File: config.mk
export PLATFORM = sky130hd
export DESIGN_NAME = dtw_result_streamer_flat
export DESIGN_NICKNAME = d
export VERILOG_FILES = /design/src/rtl/dtw_pkg.sv /design/src/rtl/dtw_result_streamer_if.sv /design/src/rtl/dtw_result_streamer.sv /design/src/flat_wrapper.sv
export SDC_FILE = /design/constraint.sdc
export NUM_CORES = 1
export LEC_CHECK = 0
export ABC_AREA = 1
export ABC_CLOCK_PERIOD_IN_PS = 11700
export CAP_MARGIN = 20
export CORE_MARGIN = 3
export CORE_UTILIZATION = 69
export DETAILED_ROUTE_END_ITERATION = 16
export DONT_BUFFER_PORTS = 1
export PLACE_DENSITY = 0.85
export SYNTH_ARGS = -nofsm -noshare
export SYNTH_HDL_FRONTEND = slang
export SYNTH_SLANG_ARGS = --single-unit
File: constraint.sdc
create_clock -name clk -period 11.7 [get_ports clk]
set_clock_uncertainty 0.1 [all_clocks]
set_input_delay 1.17 -clock clk [delete_from_list [all_inputs] [get_ports clk]]
set_output_delay 1.17 -clock clk [all_outputs]
set_load 0.02 [all_outputs]
File: src/rtl/dtw_pkg.sv
// Shared constants and types for the DTW result path: record layout, FIFO timing
// and the result streamer FSM encoding.
package dtw_pkg;

    // Word positions inside a 3-word result record
    localparam int unsigned REC_QID   = 0;
    localparam int unsigned REC_POS   = 1;
    localparam int unsigned REC_MIN   = 2;
    localparam int unsigned REC_WORDS = 3;

    // Standard (non-FWFT) FIFO: read data appears this many cycles after rden
    localparam int unsigned FIFO_RD_LATENCY = 1;

    typedef enum logic [2:0] {
        StIdle,
        StRead,
        StEval,
        StSend,
        StDrop
    } state_e;

    localparam logic [1:0] LAST_IDX = 2'(REC_WORDS - 1);

    function automatic logic [1:0] next_idx(input logic [1:0] idx);
        return idx + 2'd1;
    endfunction

endpackage

File: src/rtl/dtw_result_streamer_if.sv
// Result FIFO read port plus AXI4-Stream master channel of the DTW result streamer.
// The master modport is the streamer side; slave is the FIFO/DMA side.
interface dtw_result_streamer_if #(
    parameter int unsigned axi_dwidth = 32
) ();

    logic                  fifo_empty;
    logic                  fifo_rden;
    logic [axi_dwidth-1:0] fifo_dout;

    logic [axi_dwidth-1:0] m_axis_tdata;
    logic                  m_axis_tvalid;
    logic                  m_axis_tready;
    logic                  m_axis_tlast;

    modport master (
        input  fifo_empty,
        input  fifo_dout,
        input  m_axis_tready,
        output fifo_rden,
        output m_axis_tdata,
        output m_axis_tvalid,
        output m_axis_tlast
    );

    modport slave (
        output fifo_empty,
        output fifo_dout,
        output m_axis_tready,
        input  fifo_rden,
        input  m_axis_tdata,
        input  m_axis_tvalid,
        input  m_axis_tlast
    );

endinterface

File: src/rtl/dtw_result_streamer.sv
// Drains 3-word DTW result records from the sink FIFO, optionally drops them by a
// minval threshold and emits the survivors as 3-beat AXI4-Stream packets.
module dtw_result_streamer
    import dtw_pkg::*;
#(
    parameter int unsigned dtw_dwidth = 16,
    parameter int unsigned axi_dwidth = 32
) (
    input  logic                  clk,
    input  logic                  rst,
    input  logic                  enable,
    input  logic                  filter_en,
    input  logic [dtw_dwidth-1:0] thresh,
    dtw_result_streamer_if.master bus,
    output logic                  busy,
    output logic [31:0]           rec_count,
    output logic [31:0]           drop_count
);

    state_e                state_q, state_d;
    logic [1:0]            issued_q, issued_d;
    logic [1:0]            captured_q, captured_d;
    logic                  rd_vld_q;
    logic [axi_dwidth-1:0] rec_q [REC_WORDS];
    logic [1:0]            beat_q, beat_d;
    logic [axi_dwidth-1:0] tdata_q, tdata_d;
    logic                  tvalid_q, tvalid_d;
    logic                  tlast_q, tlast_d;
    logic [31:0]           rec_cnt_q, rec_cnt_d;
    logic [31:0]           drop_cnt_q, drop_cnt_d;

    logic                  rden;
    logic                  capture;
    logic                  drop;
    logic                  next_ready;
    logic [1:0]            beat_nxt;

    assign capture    = (state_q == StRead) && rd_vld_q;
    assign drop       = filter_en && (rec_q[REC_MIN][dtw_dwidth-1:0] > thresh);
    assign next_ready = enable && !bus.fifo_empty;
    assign beat_nxt   = next_idx(beat_q);

    always_comb begin
        state_d    = state_q;
        issued_d   = issued_q;
        captured_d = captured_q;
        beat_d     = beat_q;
        tdata_d    = tdata_q;
        tvalid_d   = tvalid_q;
        tlast_d    = tlast_q;
        rec_cnt_d  = rec_cnt_q;
        drop_cnt_d = drop_cnt_q;
        rden       = 1'b0;

        unique case (state_q)
            StIdle: begin
                if (next_ready) begin
                    state_d = StRead;
                end
            end

            StRead: begin
                rden = !bus.fifo_empty && (issued_q < 2'(REC_WORDS));
                if (rden) begin
                    issued_d = next_idx(issued_q);
                end
                if (rd_vld_q) begin
                    captured_d = next_idx(captured_q);
                    // Last word lands this cycle; counters are rearmed for the next record
                    if (captured_q == LAST_IDX) begin
                        state_d    = StEval;
                        issued_d   = 2'd0;
                        captured_d = 2'd0;
                    end
                end
            end

            StEval: begin
                if (drop) begin
                    state_d = StDrop;
                end else begin
                    state_d  = StSend;
                    beat_d   = 2'd0;
                    tdata_d  = rec_q[REC_QID];
                    tvalid_d = 1'b1;
                    tlast_d  = 1'b0;
                end
            end

            StDrop: begin
                drop_cnt_d = drop_cnt_q + 32'd1;
                state_d    = StIdle;
            end

            StSend: begin
                if (tvalid_q && bus.m_axis_tready) begin
                    if (beat_q == LAST_IDX) begin
                        tvalid_d  = 1'b0;
                        tlast_d   = 1'b0;
                        beat_d    = 2'd0;
                        rec_cnt_d = rec_cnt_q + 32'd1;
                        // Fold the idle decision in here to hold one record per 8 cycles
                        state_d   = next_ready ? StRead : StIdle;
                    end else begin
                        beat_d  = beat_nxt;
                        tdata_d = rec_q[beat_nxt];
                        tlast_d = (beat_nxt == LAST_IDX);
                    end
                end
            end

            default: begin
                state_d = StIdle;
            end
        endcase
    end

    always_ff @(posedge clk) begin
        if (rst) begin
            state_q    <= StIdle;
            issued_q   <= 2'd0;
            captured_q <= 2'd0;
            rd_vld_q   <= 1'b0;
            beat_q     <= 2'd0;
            tdata_q    <= '0;
            tvalid_q   <= 1'b0;
            tlast_q    <= 1'b0;
            rec_cnt_q  <= 32'd0;
            drop_cnt_q <= 32'd0;
        end else begin
            state_q    <= state_d;
            issued_q   <= issued_d;
            captured_q <= captured_d;
            rd_vld_q   <= rden;
            beat_q     <= beat_d;
            tdata_q    <= tdata_d;
            tvalid_q   <= tvalid_d;
            tlast_q    <= tlast_d;
            rec_cnt_q  <= rec_cnt_d;
            drop_cnt_q <= drop_cnt_d;
        end
    end

    always_ff @(posedge clk) begin
        if (rst) begin
            for (int i = 0; i < int'(REC_WORDS); i++) begin
                rec_q[i] <= '0;
            end
        end else if (capture) begin
            rec_q[captured_q] <= bus.fifo_dout;
        end
    end

    assign bus.fifo_rden     = rden;
    assign bus.m_axis_tdata  = tdata_q;
    assign bus.m_axis_tvalid = tvalid_q;
    assign bus.m_axis_tlast  = tlast_q;

    assign busy       = (state_q != StIdle);
    assign rec_count  = rec_cnt_q;
    assign drop_count = drop_cnt_q;

    // A stalled beat must be presented unchanged until accepted
    a_stall_stable: assert property (@(posedge clk) disable iff (rst)
        (bus.m_axis_tvalid && !bus.m_axis_tready) |=>
        (bus.m_axis_tvalid && $stable(bus.m_axis_tdata) && $stable(bus.m_axis_tlast)));

    a_rden_legal: assert property (@(posedge clk) disable iff (rst)
        bus.fifo_rden |-> (!bus.fifo_empty && (state_q == StRead)));

    a_no_valid_outside_send: assert property (@(posedge clk) disable iff (rst)
        bus.m_axis_tvalid |-> (state_q == StSend));

endmodule

File: src/flat_wrapper.sv
// flat-port wrapper written by rule: the top's interface ports become plain ports
module dtw_result_streamer_flat import dtw_pkg::*;
#(
    parameter int unsigned dtw_dwidth = 16,
    parameter int unsigned axi_dwidth = 32
)
  (clk, rst, enable, filter_en, thresh, busy, rec_count, drop_count, bus_fifo_empty, bus_fifo_dout, bus_m_axis_tready, bus_fifo_rden, bus_m_axis_tdata, bus_m_axis_tvalid, bus_m_axis_tlast);
  dtw_result_streamer_if #(.axi_dwidth(axi_dwidth)) bus_i ();
  input  logic clk;
  input  logic rst;
  input  logic enable;
  input  logic filter_en;
  input  logic [dtw_dwidth-1:0] thresh;
  output logic busy;
  output logic [31:0] rec_count;
  output logic [31:0] drop_count;
  input wire logic [$bits(bus_i.fifo_empty)-1:0] bus_fifo_empty;
  input wire logic [$bits(bus_i.fifo_dout)-1:0] bus_fifo_dout;
  input wire logic [$bits(bus_i.m_axis_tready)-1:0] bus_m_axis_tready;
  output wire logic [$bits(bus_i.fifo_rden)-1:0] bus_fifo_rden;
  output wire logic [$bits(bus_i.m_axis_tdata)-1:0] bus_m_axis_tdata;
  output wire logic [$bits(bus_i.m_axis_tvalid)-1:0] bus_m_axis_tvalid;
  output wire logic [$bits(bus_i.m_axis_tlast)-1:0] bus_m_axis_tlast;
  assign bus_i.fifo_empty = bus_fifo_empty;
  assign bus_i.fifo_dout = bus_fifo_dout;
  assign bus_i.m_axis_tready = bus_m_axis_tready;
  assign bus_fifo_rden = bus_i.fifo_rden;
  assign bus_m_axis_tdata = bus_i.m_axis_tdata;
  assign bus_m_axis_tvalid = bus_i.m_axis_tvalid;
  assign bus_m_axis_tlast = bus_i.m_axis_tlast;
  dtw_result_streamer #(.dtw_dwidth(dtw_dwidth), .axi_dwidth(axi_dwidth)) u_core (.clk(clk), .rst(rst), .enable(enable), .filter_en(filter_en), .thresh(thresh), .bus(bus_i), .busy(busy), .rec_count(rec_count), .drop_count(drop_count));
endmodule
==> flow_metrics.tcl <==
set metrics [dict create \
    syn_area_um2 11300 \
    ys_seq_area_frac 0.530 \
    final_layout_size_suffix_gt1_frac 0.0668 \
    cts_buffers 24 \
    crit_path_max_incr_delay_ns 0.52 \
    cts_resized 0 \
    multiInputGateArea_um2 4370 \
    cp_max_fo 36 \
    drtAntennaViolNets 0 \
    cts.sink_count 235 \
    avgSynthCellArea_um2 8.14 \
    worstPathRequired_ns 12.00 \
    cp_top_family "buffers and inverters" \
    p_comb_frac 0.119 \
    rsz0062_at_grt "no" \
    hold_path_class "reg2reg" \
    grt_first_pass_wirelength_um 44900 \
    grtUsageTotal 0.313 \
    h-tree-depth 1 \
    synth.distinct_cells 46 \
    p_switching_mw 0.527 \
    syn_nets 1462 \
    p_total_mw 1.98 \
    p_int_mw 1.46 \
    cts_root_buf "clkbuf_16" \
    tns_ns 0 \
    cts_setup_buffers 0 \
    place_hpwl_um 18200 \
    peakVddDrop_mv 0.154 \
    ys.flop_type "edfxtp_1" \
    pre_cts_ws_ns 8.40 \
    clk_latency_ns 0.53 \
    crit_buf_inv 4 \
    rows 46 \
    place_congestion 0.894 \
    vias 9373 \
    grt_pass1_vias 9101 \
    ys_warn_count 0 \
    cts_tree "yes" \
    synthArstFlopShare 0 \
    status "finished clean" \
    die-height_um 134 \
    numPortBuffers 0 \
    crit_top_cell "nand2_1" \
    num_io_pins 154 \
    slew_headroom 0.413 \
    firstDrtPassIters 5 \
    synthToLayoutAreaGrowth_pct 9.10 \
    layout_common_cells "nand2_1 (306), nor2_1 (233), inv_1 (187)" \
    clock.fmax_ghz 0.299 \
    seqCellArea_um2 5990 \
    p_clk_frac 0.402 \
    layout_commonest_cell "nand2_1" \
    max_slew.worst_pin.slew_ns 0.877 \
    finalHoldViolations 0 \
    swShare 0.265 \
    nFillCells 1066 \
    totalWireLength_um 28400 \
    end_kind "flip-flop" \
    wl_per_cell_um 17.7 \
    core_area_um2 15900 \
    antenna_found_initial 2 \
    p_per_area_nw_per_um2 161 \
    grt_max_degree 62 \
    layout_setup_ws_ns 8.35 \
    worstPathCellList "clkinv_1 > buf_4 > ha_1 > inv_1 > nand2_1 > buf_16 > o21ai_0 > nand2_1 > o21ai_0 > nand4_1 > nand2_1 > nor2_1" \
    maxSlewViolCount 0 \
    drtIter0Drc 921 \
    start_util 0.708 \
    synth-edff-count 128 \
    postCtsHoldBufs 0 \
    post-route-util 0.772 \
    min_period_over_period 0.286 \
    diodes 0 \
    cts.clk_slew.worst_paths_ns 0.06 \
    fin_nets 1451 \
    postSynthCellCount 1386 \
    setup_viol 0 \
    drv_cap 0 \
    p_leak_nw 4.90 \
    avgViaCountPerCell 5.83 \
    ctsLongestPathBuffers 3 \
    layout_min_cycle_time_ns 3.35 \
    overflow 0 \
    die_w_um 134 \
    criticalPathCategory "reg2reg" \
    synth_seq_cells 235 \
    seqPwrFrac 0.479 \
    cpMaxStageDelayCell "inv_1" \
    cp.arrival_ns 3.65 \
    dieArea_um2 17900 \
    drc 0 \
    startpoint_type "flip-flop" \
]
==> synth_stat cells, drive strengths merged, types with 3 or more instances <==
cell type / instances / area share
a21oi: 82 / 0.037
buf: 17 / 0.0070
clkbuf: 34 / 0.011
dfxtp: 107 / 0.19
edfxtp: 128 / 0.34
ha: 22 / 0.024
inv: 193 / 0.065
nand2: 314 / 0.11
nand3: 50 / 0.025
nand3b: 3 / 0.0020
nand4: 33 / 0.020
nor2: 246 / 0.088
nor3: 34 / 0.016
nor4: 5 / 0.0028
o21a: 6 / 0.0040
o21ai: 68 / 0.030
o2bb2ai: 12 / 0.0093
xnor2: 10 / 0.0078
xor2: 6 / 0.0047
==> metrics by stage <==
stage | instance area, um^2 | std cells | hold slack (ns)
finish | 12300 | 1609 | 0.386
global route | 12300 | 1609 | 0.409
CTS | 12300 | 1609 | 0.392
detailed placement | 11500 | 1565 | 0.379
global placement | 11500 | 1564 | 0.374
floorplan | 11300 | 1386 | 0.359
==> worst reg2reg max path, delay by kind of cell, from the launching register on <==
kind / cells / cell delay [ns]
fa+ha+maj: 1 / 0.37
flops: 1 / 0.31
compound gates: 2 / 0.31
simple gates: 5 / 0.84
buf+inv: 4 / 1.30
==> cell families (layout without fill, tap and decap cells) <==
family	count (synthesis)	after routing	share of synthesized area
AO/OA/AOI/OAI	177	177	0.0868
XOR/XNOR	16	16	0.0124
adder cells (fa/ha/maj)	22	22	0.0244
buffers and inverters	245	252	0.0833
flip-flops	235	235	0.530
AND/OR/NAND/NOR	691	691	0.263
==> sequential cells by signal, indices dropped and copies added (netlist names) <==
register,flops
u_core.beat_q,2
u_core.captured_q,2
u_core.rd_vld_q,1
u_core.drop_count,32
u_core.state_q,3
u_core.issued_q,2
u_core.rec_count,32
u_core.bus.m_axis_tdata,32
u_core.bus.m_axis_tvalid,1
u_core.rec_q,128
==> metal layers <==
layer  track usage  share of wire  vias to the layer above
li1              -              -                     4465
met1         0.383           0.37                     4310
met2         0.512           0.47                      508
met3         0.105           0.12                       86
met4         0.130          0.031                        4
met5             0        0.00095                        -
==> path summary, 6_finish.rpt <==
check	to	cells after the start	slack, ns	start
setup / recovery	u_core.bus.m_axis_tdata[6]	12	8.35	u_core.beat_q[0]
hold / removal	u_core.issued_q[1]	2	0.39	u_core.issued_q[1]
setup reg to reg	u_core.bus.m_axis_tdata[6]	12	8.35	u_core.beat_q[0]
hold reg to reg	u_core.issued_q[1]	2	0.39	u_core.issued_q[1]
==> power groups by stage <==
| stage | logic, mW | registers, mW | clock network [mW] |
|---|---|---|---|
| floorplan | 0.169 | 0.957 | 0 |
| global placement | 0.211 | 0.967 | 0 |
| detailed placement | 0.228 | 0.968 | 0 |
| CTS | 0.234 | 0.951 | 0.804 |
| global route | 0.265 | 0.955 | 0.836 |
| finish | 0.236 | 0.951 | 0.797 |
==> final cells by class <==
type,instances,area share
well taps,216,0.0219
inverters,194,0.0595
clock buffers,30,0.0525
clock inverters,14,0.0146
repair buffers,14,0.0102
multi-input cells,906,0.355
flip-flops and latches,235,0.486
Note: power is estimated with default switching activity, not from simulation.
